$ cat config.mk
export PLATFORM = sky130hd
export DESIGN_NAME = fetch_queue
export DESIGN_NICKNAME = d
export VERILOG_FILES = /design/src/rtl/rv32i_types.sv /design/src/rtl/fq_storage.sv /design/src/rtl/fetch_queue.sv
export SDC_FILE = /design/constraint.sdc
export NUM_CORES = 1
export LEC_CHECK = 0
export CORE_AREA = 2 2 188 190
export CTS_BUF_LIST = sky130_fd_sc_hd__clkbuf_8
export CTS_CLUSTER_DIAMETER = 80
export DETAILED_ROUTE_END_ITERATION = 8
export DIE_AREA = 0 0 190 192
export PLACE_DENSITY = 0.83
export RECOVER_POWER = 100
export SLEW_MARGIN = 10
export SYNTH_ARGS = -nofsm -noshare
export SYNTH_HDL_FRONTEND = slang
export SYNTH_SLANG_ARGS = --single-unit
$ cat constraint.sdc
create_clock -name clk -period 9.2 [get_ports clk]
set_clock_uncertainty 0.2 [all_clocks]
set_input_delay 1.38 -clock clk [delete_from_list [all_inputs] [get_ports clk]]
set_output_delay 1.38 -clock clk [all_outputs]
set_load 0.05 [all_outputs]
$ cat src/rtl/rv32i_types.sv
// Shared RV32I front-end types: machine word and the fetch queue entry.
package rv32i_types;

  typedef logic [31:0] rv32i_word;

  typedef struct packed {
    rv32i_word pc;
    rv32i_word instr;
    logic      pred_taken;
  } fetch_entry_t;

endpackage

$ cat src/rtl/fq_storage.sv
// Register array for the fetch queue: one synchronous write port and one
// asynchronous read port. Contents are never cleared.
module fq_storage
  import rv32i_types::*;
#(
  parameter  int DEPTH = 8,
  localparam int AW    = $clog2(DEPTH)
) (
  input  logic         clk,
  input  logic         we,
  input  logic [AW-1:0] waddr,
  input  fetch_entry_t wdata,
  input  logic [AW-1:0] raddr,
  output fetch_entry_t rdata
);

  fetch_entry_t mem_q [DEPTH];

  always_ff @(posedge clk) begin
    if (we) begin
      mem_q[waddr] <= wdata;
    end
  end

  assign rdata = mem_q[raddr];

endmodule

$ cat src/rtl/fetch_queue.sv
// Fetch-to-decode FIFO of {pc, instr, pred_taken}; a redirect (flush) drops
// every buffered wrong-path entry in one cycle.
module fetch_queue
  import rv32i_types::*;
#(
  parameter  int DEPTH = 8,
  localparam int PTR_W = $clog2(DEPTH)
) (
  input  logic             clk,
  input  logic             rst,
  input  logic             flush,
  input  logic             enq_valid,
  output logic             enq_ready,
  input  logic [31:0]      enq_pc,
  input  logic [31:0]      enq_instr,
  input  logic             enq_pred_taken,
  output logic             deq_valid,
  input  logic             deq_ready,
  output logic [31:0]      deq_pc,
  output logic [31:0]      deq_instr,
  output logic             deq_pred_taken,
  output logic [PTR_W:0]   count
);

  localparam logic [PTR_W:0]   FULL_COUNT = (PTR_W + 1)'(DEPTH);
  localparam logic [PTR_W:0]   CNT_ONE    = (PTR_W + 1)'(1);
  localparam logic [PTR_W-1:0] PTR_ONE    = PTR_W'(1);

  logic [PTR_W-1:0] head_q, head_d;
  logic [PTR_W-1:0] tail_q, tail_d;
  logic [PTR_W:0]   count_q, count_d;
  logic             enq_fire, deq_fire;
  fetch_entry_t     enq_entry, head_entry;

  // valid/ready: a beat transfers on a cycle where both are high at the
  // posedge. enq_ready and deq_valid are functions of count_q only, so a full
  // queue never accepts even while it is being drained.
  assign deq_valid = (count_q != '0);
  assign enq_ready = (count_q != FULL_COUNT);
  assign enq_fire  = enq_valid & enq_ready;
  assign deq_fire  = deq_valid & deq_ready;

  always_comb begin
    head_d  = head_q;
    tail_d  = tail_q;
    count_d = count_q;
    if (flush) begin
      head_d  = '0;
      tail_d  = '0;
      count_d = '0;
    end else begin
      if (enq_fire) tail_d = tail_q + PTR_ONE;
      if (deq_fire) head_d = head_q + PTR_ONE;
      case ({enq_fire, deq_fire})
        2'b10:   count_d = count_q + CNT_ONE;
        2'b01:   count_d = count_q - CNT_ONE;
        default: count_d = count_q;
      endcase
    end
  end

  always_ff @(posedge clk) begin
    if (rst) begin
      head_q  <= '0;
      tail_q  <= '0;
      count_q <= '0;
    end else begin
      head_q  <= head_d;
      tail_q  <= tail_d;
      count_q <= count_d;
    end
  end

  assign enq_entry = '{pc: enq_pc, instr: enq_instr, pred_taken: enq_pred_taken};

  fq_storage #(.DEPTH(DEPTH)) u_storage (
    .clk   (clk),
    .we    (enq_fire & ~flush & ~rst),
    .waddr (tail_q),
    .wdata (enq_entry),
    .raddr (head_q),
    .rdata (head_entry)
  );

  // Storage is never cleared, so mask the head while empty to keep stale
  // entries off the decode inputs.
  assign deq_pc         = deq_valid ? head_entry.pc         : '0;
  assign deq_instr      = deq_valid ? head_entry.instr      : '0;
  assign deq_pred_taken = deq_valid ? head_entry.pred_taken : 1'b0;
  assign count          = count_q;

endmodule

==> run summary <==
In this run, distinct cell masters in the synthesized netlist total 33. Setup repair after global routing left no endpoint under its margin. STA classifies the critical path startpoint as a register. The number of setup buffers added after CTS is 0.

Once routing completed, OpenROAD measured the worst setup slack at 1.97 ns. The total die area is 36,500 um^2. In this run the remaining antenna-violating nets after routing total 0. The floorplan has 68 rows. TritonCTS built the clock tree.

The number of hold buffers added after cts is 0. Clock tree synthesis selected as its root buffer the cell sky130_fd_sc_hd__clkbuf_8. The die is 192 um tall. Fill cells in the final layout number 2,020. The total of flip-flops plus latches after synthesis is 533. The all-layer global routing usage came out at a little over a fifth. The worst-skew pair later-pin latency came out at 0.60 ns. The leakage power is 7.42 nW. The worst-case setup slack after placement came out at 4.10 ns. After clock tree synthesis, the repair step resized 0 gates. At the worst endpoint, the required time is 7.62 ns. By count the netlist is led by sky130_fd_sc_hd__edfxtp_1, sky130_fd_sc_hd__mux4_2, sky130_fd_sc_hd__nor2_1, sky130_fd_sc_hd__mux2i_1, sky130_fd_sc_hd__buf_2. Measured on the finished design, the core utilization comes to 68.7%. Routability-driven placement finished with a final weighted congestion of 0.701. The number of global-route vias before repair came out at a little over 10,000.

The logic depth of the worst register-to-register path is 5. The total power divided by cell area is roughly 200 nW/um^2. The critical path ends at deq_pc[13]. The number of design-rule violations left by the first detailed-router iteration came out at 883.

The fraction of final layout cells with drive strength greater than 1 is between 20% and 30%. The via count came out at a little under 10,000. Across the run, the number of max-cap violations was 14. The area of the core is 34,300 um^2.

Before antenna repair, the detailed router went through 7 iterations. The terminus of the critical flop-to-flop path is u_storage.mem_q[6][53]$_DFFE_PP_. For this run, the register share of the synthesized area comes to between 70% and 80%. In this run the register-to-register setup slack is roughly 3 ns. Tracing the worst setup path back leads to its startpoint at count[1]$_SDFFE_PP0P_.

The mapped cell area is 20,400 um^2. In this run the worst hold path is classified as reg -> reg. The timing-limited maximum frequency is 138 MHz.

The maximum ir drop on the vdd rail came out at between 0.15 and 0.2 mV. The average instance in the mapped netlist occupies 22.6 um^2. The number of enable flip-flop cells after synthesis came out at 520. After detailed routing, the average wire length per cell comes to 24.2 um.

The starting density of the core came out at 59.5%. STA classifies the critical path endpoint as a primary output. The fraction of post-synthesis cell area in the top cell type by area came out at 76.6%.

The worst hold path begins at count[3]$_SDFFE_PP0P_. The total number of yosys warnings is 0. The first-pass GRT wire length came out at ~59 mm. The H-tree generated during clock tree synthesis spans 3 levels. The DRC violation count after routing is 0.

Relative to the synthesized area, the layout overhead comes to 15.6%. By area the synthesized netlist is led by sky130_fd_sc_hd__edfxtp_1, sky130_fd_sc_hd__mux4_2, sky130_fd_sc_hd__mux2i_1. The share of synthesized flip-flops with an asynchronous set or reset came out at 0%.

The largest fanout of any net on the critical path is 66. The final number of hold-violating endpoints came to 0. The run finished, with violations left. sky130_fd_sc_hd__edfxtp_1 is the most common cell in the netlist. The post-synthesis net count is 976. The post-layout net count came out at between 1,000 and 1,500. Of the available clock period, the critical path in the final layout requires 78.6%. The checks that failed: capacitance limit, slew limit. The synthesized instance count is 901. The pin count of the biggest net entering global routing came out at 131.

The worst setup path is of the reg -> out kind. The cell type with the largest total area after synthesis is sky130_fd_sc_hd__edfxtp_1. The total half-perimeter wirelength after legalization and detailed placement came out at 20.3 mm. The maximum number of buffers from clock root to sink came out at 3. The clock net sink count is approximately 530. Among all flip-flop cells after synthesis, the most frequent one is sky130_fd_sc_hd__edfxtp_1.

The worst-margin pin slew is 4.00 ns. In the routed layout, each cell is associated on average with a via count of 5.97. The quantity of I/O buffers inserted on ports came out at 140. The accumulated negative setup slack came out at 0 ns.

The data arrival time at the worst-slack endpoint came out at 5.65 ns. The width of the die came out at about 190 um. The number of antenna violations at the first check in global routing came to 9. The top-level port count is 141.

The final critical-path required period came out at about 7.2 ns. The remaining max-slew budget at the tightest pin came out at -167%. In this run the critical register-to-register path is launched from count[1]$_SDFFE_PP0P_. Setup violations remaining at the end of the flow were counted as 0. After clock tree synthesis, the clock-pin slew on the worst setup and hold paths is 0.06 ns. After global routing the overflow that remains totals 0. Buffers inserted during clock tree synthesis total 82. The number of pins with negative max-slew slack in the final report is 536. The routed wire length is 39.0 mm.
[cell usage in the layout (no fill, tap or decap), types with 4 or more instances in the layout]
cell / n
sky130_fd_sc_hd__dlygate4sd3_1: 137
sky130_fd_sc_hd__xor2_1: 6
sky130_fd_sc_hd__dfxtp_1: 10
sky130_fd_sc_hd__clkinvlp_4: 5
sky130_fd_sc_hd__mux2i_1: 67
sky130_fd_sc_hd__ha_1: 5
sky130_fd_sc_hd__clkbuf_1: 10
sky130_fd_sc_hd__inv_1: 36
sky130_fd_sc_hd__nor2_1: 81
sky130_fd_sc_hd__clkinv_1: 17
sky130_fd_sc_hd__edfxtp_1: 520
sky130_fd_sc_hd__mux4_2: 130
sky130_fd_sc_hd__nand3_1: 4
sky130_fd_sc_hd__clkbuf_8: 83
[cells by family (layout without fill, tap and decap cells)]
family,after synthesis,in the layout,synth area share (%)
buffers and inverters,48,299,1.45
XOR/XNOR,7,7,0.301
adder cells (fa/ha/maj),5,5,0.307
flip-flops,533,533,77.9
AO/OA/AOI/OAI,7,7,0.221
other,0,3,0
multiplexers,197,197,17.7
AND/OR/NAND/NOR,104,104,2.19
[routing by layer]
layer,part of all wire [%],track usage (%),vias up
met1,41,30.0,5054
met4,1.7,6.38,10
met5,0.18,0,-
met3,6.7,5.41,80
li1,-,-,4128
met2,50,35.9,347
[state kept, by name, indices dropped and copies added (netlist names), named ones only]
signal and count:
tail_q 3, head_q 3, u_storage.mem_q 520, count 4
[critical path: stages (launching register included)]
cell	delay [ns]
sky130_fd_sc_hd__dfxtp_1	0.38
sky130_fd_sc_hd__nor4_1	0.30
sky130_fd_sc_hd__clkbuf_1	2.83
sky130_fd_sc_hd__nor2_1	0.49
sky130_fd_sc_hd__dlygate4sd3_1	0.99
[report_power, final]
group / switching [W] / internal [W]
registers: 0.00000492 / 0.00268
clock network: 0.000851 / 0.000837
logic: 0.000182 / 0.0000936
[metrics by stage]
step / power [W] / std cells / hold WS [ns] / instance area (um^2)
6_report: 0.00465 / 1610 / 0.316 / 23600
5_1_grt: 0.00480 / 1608 / 0.351 / 23600
4_1_cts: 0.00470 / 1607 / 0.352 / 23700
3_5_place_dp: 0.00303 / 1463 / 0.339 / 22300
3_3_place_gp: 0.00302 / 1463 / 0.318 / 22300
2_1_floorplan: 0.00290 / 901 / 0.285 / 20400
[worst min path at each step]
stage | end | slack, ns | cells past startpoint
floorplan | register | 0.28 | 2
global placement | register | 0.32 | 2
detailed placement | count[3]$_SDFFE_PP0P_ | 0.34 | 2
CTS | count[3]$_SDFFE_PP0P_ | 0.35 | 2
global route | count[3]$_SDFFE_PP0P_ | 0.35 | 2
finish | count[3]$_SDFFE_PP0P_ | 0.32 | 2
[area by class of cell]
cell class	count	area (um^2)	share of cell area (%)
clock buffer	83	1140	4.85
antenna	3	7.51	0.0319
inverter	1	3.75	0.0159
multi-input combinational	320	4210	17.9
timing repair buffer	154	1480	6.29
clock inverter	61	259	1.10
tap	455	569	2.42
sequential	533	15900	67.4
(Power assumes the default switching activity.)
==> edit 1: new RTL, same settings <==
Register the output `count` once more, cleared by the reset; this adds one clock of latency there. The other outputs are not delayed to match.
--- a/src/rtl/fetch_queue.sv
+++ b/src/rtl/fetch_queue.sv
@@ -87,7 +87,13 @@
   assign deq_pc         = deq_valid ? head_entry.pc         : '0;
   assign deq_instr      = deq_valid ? head_entry.instr      : '0;
   assign deq_pred_taken = deq_valid ? head_entry.pred_taken : 1'b0;
-  assign count          = count_q;
+  always_ff @(posedge clk) begin
+    if (rst) begin
+      count <= '0;
+    end else begin
+      count <= count_q;
+    end
+  end
 
 endmodule
 
Behaviour: not the same (Yosys sat finds a counterexample within 4 cycles, from zero or initial values and one cycle with rst high).
==> edit 1 against the original RTL <==
The run still ends with max-capacitance violations, max-slew violations left; sequential cell count is 4 higher; power is 0.30% higher; final area is 0.57% higher; wire length is 0.53% higher; critical path depth is 1 higher; utilization is 0.39 points higher; global-route usage is 0.16 points higher; synthesized area is 0.48% higher; worst hold slack worse by 0.0056 ns; via count is 0.36% lower; setup slack better by 0.17 ns; highest routed layer unchanged.
==> edit 1: results (changes against the original RTL) <==
status: complete, but fails checks (unchanged)
failing checks: max-capacitance violations, max-slew violations (unchanged)
max cap viols: 12 (was 14)
Compound-Gate Fraction of Synth Area: 0.001894 (was 0.002210)
Placer Congestion: 0.7171 (was 0.7007)
final count of pins violating max slew: 541 (was 536)
Tcrit/Tclk final: 0.7667 (was 0.7857)
average wire per standard cell: 24.20 µm (was 24.24 µm)
top post-synthesis cells by area: edfxtp_1 76%, mux4_2 14%, mux2i_1 3.3% (was edfxtp_1 77%, mux4_2 14%, mux2i_1 3.3%)
DP Worst Slack: 4.177 ns (was 4.105 ns)
vias in the first global route: 10090 (was 10080)
r2r startpoint: count_q[1] (was count[1])
Post-Synth Adder-Cell Area: 0.003054 (was 0.003069)
pin count of the biggest net entering global routing: 85 (was 131)
fin nets: 1177 (was 1167)
LEAKAGE: 7.443 nW (was 7.423 nW)
R2R setup slack: 3.11 ns (was 3.05 ns)
Netlist cell types: 30 (was 33)
biggest regs: u_storage.mem_q x520, count x4, count_q x4
first-pass GRT wire length: 59230 µm (was 58860 µm)
CP Launch Point: rst (was count[1])
# fillers: 2027 (was 2020)
Hold EP: count_q[3] (was count[3])
placed inst area: 0.02236 mm² (was 0.02226 mm²)
DR WL met2: 20650 µm (was 19510 µm)
layout cells sized above 1: 0.2065 (was 0.2005)
worst setup path end: u_storage.mem_q[2][31] (was deq_pc[13])
post-synthesis mux area share: 0.1762 (was 0.1765)
Worst-Margin Slew: 4.896 ns (was 4.003 ns)
Worst Min Path Start: count_q[3] (was count[3])
DP HPWL: 20660 µm (was 20320 µm)
Post-Synth XOR/XNOR Area: 0.002993 (was 0.003008)
GRT Util Overall: 0.2213 (was 0.2197)
initial antenna violation count: 10 (was 9)
Min-Delay Path Depth: 2 (unchanged)
Critical Path AT: 6.96 ns (was 5.65 ns)
DR top layer: met5 (unchanged)
crit path max fanout: 52 (was 66)
Syn Nets: 985 (was 976)
DR WL met3: 2427 µm (was 2607 µm)
met1 WL: 15600 µm (was 16180 µm)
drt first pass iters: 5 (was 7)
[edit 1: cell types whose count changed in the layout (fill, tap and decap cells not counted), moves of 2 or more]
cell             delta
inv_6               +3
clkinv_1            +4
dfxtp_1             +4
inv_1              -11
nor2_4              +2
clkdlybuf4s50_1     +2
nor2b_1             +3
clkinv_2            +7
dlygate4sd3_1       -2
clkinvlp_4          -2
[edit 1: through the flow]
step,cells,hold WS (ns),util
floorplan,910,0.2693,-
global placement,1473,0.3074,0.6522
detailed placement,1473,0.3157,0.6522
CTS,1617,0.3268,0.6937
global route,1619,0.3597,0.6910
finish,1621,0.3106,0.6911
[edit 1: area by class of cell]
type                    instances  share of cell area
clock inverters                60             0.01114
multi-input cells             324              0.1789
well taps                     455             0.02402
diodes                          4           0.0004224
clock buffers                  84             0.04879
inverters                       2           0.0003168
flip-flops and latches        537              0.6738
repair buffers                155             0.06267
[edit 1: worst max-delay path, cell delays in order]
cell and delay [ns]:
dlygate4sd3_1 0.62, or2_0 0.43, or3_1 0.50, nor2_1 1.11
clkbuf_1 2.76
[edit 1: layer usage]
layer  GRT usage  vias up
li1            -     4171
met1      0.2909     5017
met5           0        -
met3     0.04933       49
met4     0.05963        6
met2      0.3794      341
[edit 1: where the power goes]
group          switching (mW)  internal [mW]  total (mW)
combinational           0.163         0.0866       0.249
clock                   0.858          0.850        1.71
sequential            0.00852           2.70        2.70
total                    1.03           3.63        4.66
[edit 1: logic make-up after synthesis]
group	Yosys count
compound gates	7
xor+xnor	7
fa+ha+maj	5
buf+inv	49
flops	537
mux	198
simple gates	107
==> edit 2: new RTL, same settings <==
Without the edit above. `DEPTH` is set to 8 in 2 places; all go to 4.
--- a/src/rtl/fq_storage.sv
+++ b/src/rtl/fq_storage.sv
@@ -3,7 +3,7 @@
 module fq_storage
   import rv32i_types::*;
 #(
-  parameter  int DEPTH = 8,
+  parameter  int DEPTH = 4,
   localparam int AW    = $clog2(DEPTH)
 ) (
   input  logic         clk,
--- a/src/rtl/fetch_queue.sv
+++ b/src/rtl/fetch_queue.sv
@@ -3,7 +3,7 @@
 module fetch_queue
   import rv32i_types::*;
 #(
-  parameter  int DEPTH = 8,
+  parameter  int DEPTH = 4,
   localparam int PTR_W = $clog2(DEPTH)
 ) (
   input  logic             clk,
Ports: changed (resized count); port bits go from 141 to 140. No check against the original RTL was run, so the function may have changed too.
==> edit 2 against the original RTL <==
The flow still finishes with violations (max-capacitance violations, max-slew violations); final area down 45%; sequential cell count is 264 lower; critical path type unchanged; fmax rose by 10%; synthesized area shrank 49%; sequential power shrank 49%; final cell count down 30%; setup slack better by 0.67 ns; power fell by 45%; wire length down 47%.
==> edit 2: results (changes against the original RTL) <==
total number of vias: 5039 (was 9619)
vias in the first global route: 5543 (was 10080)
bufs w/o clock: 145 (was 154)
non-clock buffer share of cell area: 0.1091 (was 0.06287)
failing checks: max-capacitance violations, max-slew violations (unchanged)
r2r startpoint: count[0] (was count[1])
relative slew slack: -1.328 (was -1.669)
GRT Util Overall: 0.1163 (was 0.2197)
CTS Sinks: 269 (was 533)
first-pass GRT wire length: 31630 µm (was 58860 µm)
Worst Min Path Start: tail_q[0] (was count[3])
IO buf count: 139 (was 140)
Comb power: 0.190 mW (was 0.276 mW)
R2R setup slack: 4.54 ns (was 3.05 ns)
WHS: 0.3116 ns (was 0.3162 ns)
fin nets: 710 (was 1167)
Critical Path AT: 4.98 ns (was 5.65 ns)
FF-to-FF path depth: 4 (was 5)
EDFF count, synth: 260 (was 520)
wire length after detailed routing: 20730 µm (was 39030 µm)
pin count of the biggest net entering global routing: 66 (was 131)
DR iter-0 viols: 288 (was 883)
worst setup path end: deq_instr[19] (was deq_pc[13])
clock latency on the worst-skew pair: 0.53 ns (was 0.60 ns)
Syn Nets: 541 (was 976)
Seq/Total Area, Yosys: 0.7749 (was 0.7788)
Final clock-cell share: 0.06425 (was 0.05947)
status: complete, but fails checks (unchanged)
initial antenna violation count: 5 (was 9)
Antenna Cells: 1 (was 3)
layout cells sized above 1: 0.1910 (was 0.2005)
# fillers: 3094 (was 2020)
top post-synthesis cells by area: edfxtp_1 76%, mux4_2 14%, and2_1 3.9% (was edfxtp_1 77%, mux4_2 14%, mux2i_1 3.3%)
post-synthesis mux area share: 0.1430 (was 0.1765)
Placer Congestion: 0.6722 (was 0.7007)
LEAKAGE: 4.292 nW (was 7.423 nW)
Net Switching: 0.5780 mW (was 1.038 mW)
max cap viols: 7 (was 14)
max reg flops: 260 (was 520)
Peak VDD IR: 0.07929 mV (was 0.1589 mV)
drt first pass iters: 4 (was 7)
Netlist cell types: 26 (was 33)
Hold EP: tail_q[0] (was count[3])
final count of pins violating max slew: 310 (was 536)
clkbuf count: 45 (was 83)
Post-Synth Adder-Cell Area: 0.008011 (was 0.003069)
Post-Synth XOR/XNOR Area: 0.003398 (was 0.003008)
multi-input gates: 166 (was 320)
Compound-Gate Fraction of Synth Area: 0.004248 (was 0.002210)
==> edit 2: per-stage QoR <==
| stage | area (µm²) | cells | util |
|---|---|---|---|
| 3_3_place_gp | 12200 | 1042 | 0.3557 |
| 2_1_floorplan | 10310 | 465 | - |
| 6_report | 12990 | 1121 | 0.3789 |
| 5_1_grt | 12990 | 1120 | 0.3788 |
| 3_5_place_dp | 12200 | 1042 | 0.3557 |
| 4_1_cts | 13030 | 1120 | 0.3800 |
==> edit 2: metal layers <==
metal	up-vias	share of wire	track usage	wire length (µm)
li1	2233	-	-	-
met1	2583	0.41	0.1426	8496
met2	180	0.50	0.1990	10320
met3	43	0.069	0.03161	1429
met4	0	0.023	0.03906	481
met5	-	0	0	0
==> edit 2: worst max-delay path: stages, from the launching register on <==
cell           delay, ns
dfxtp_1             2.69
mux4_2              0.62
and2_1              0.20
dlygate4sd3_1       0.89
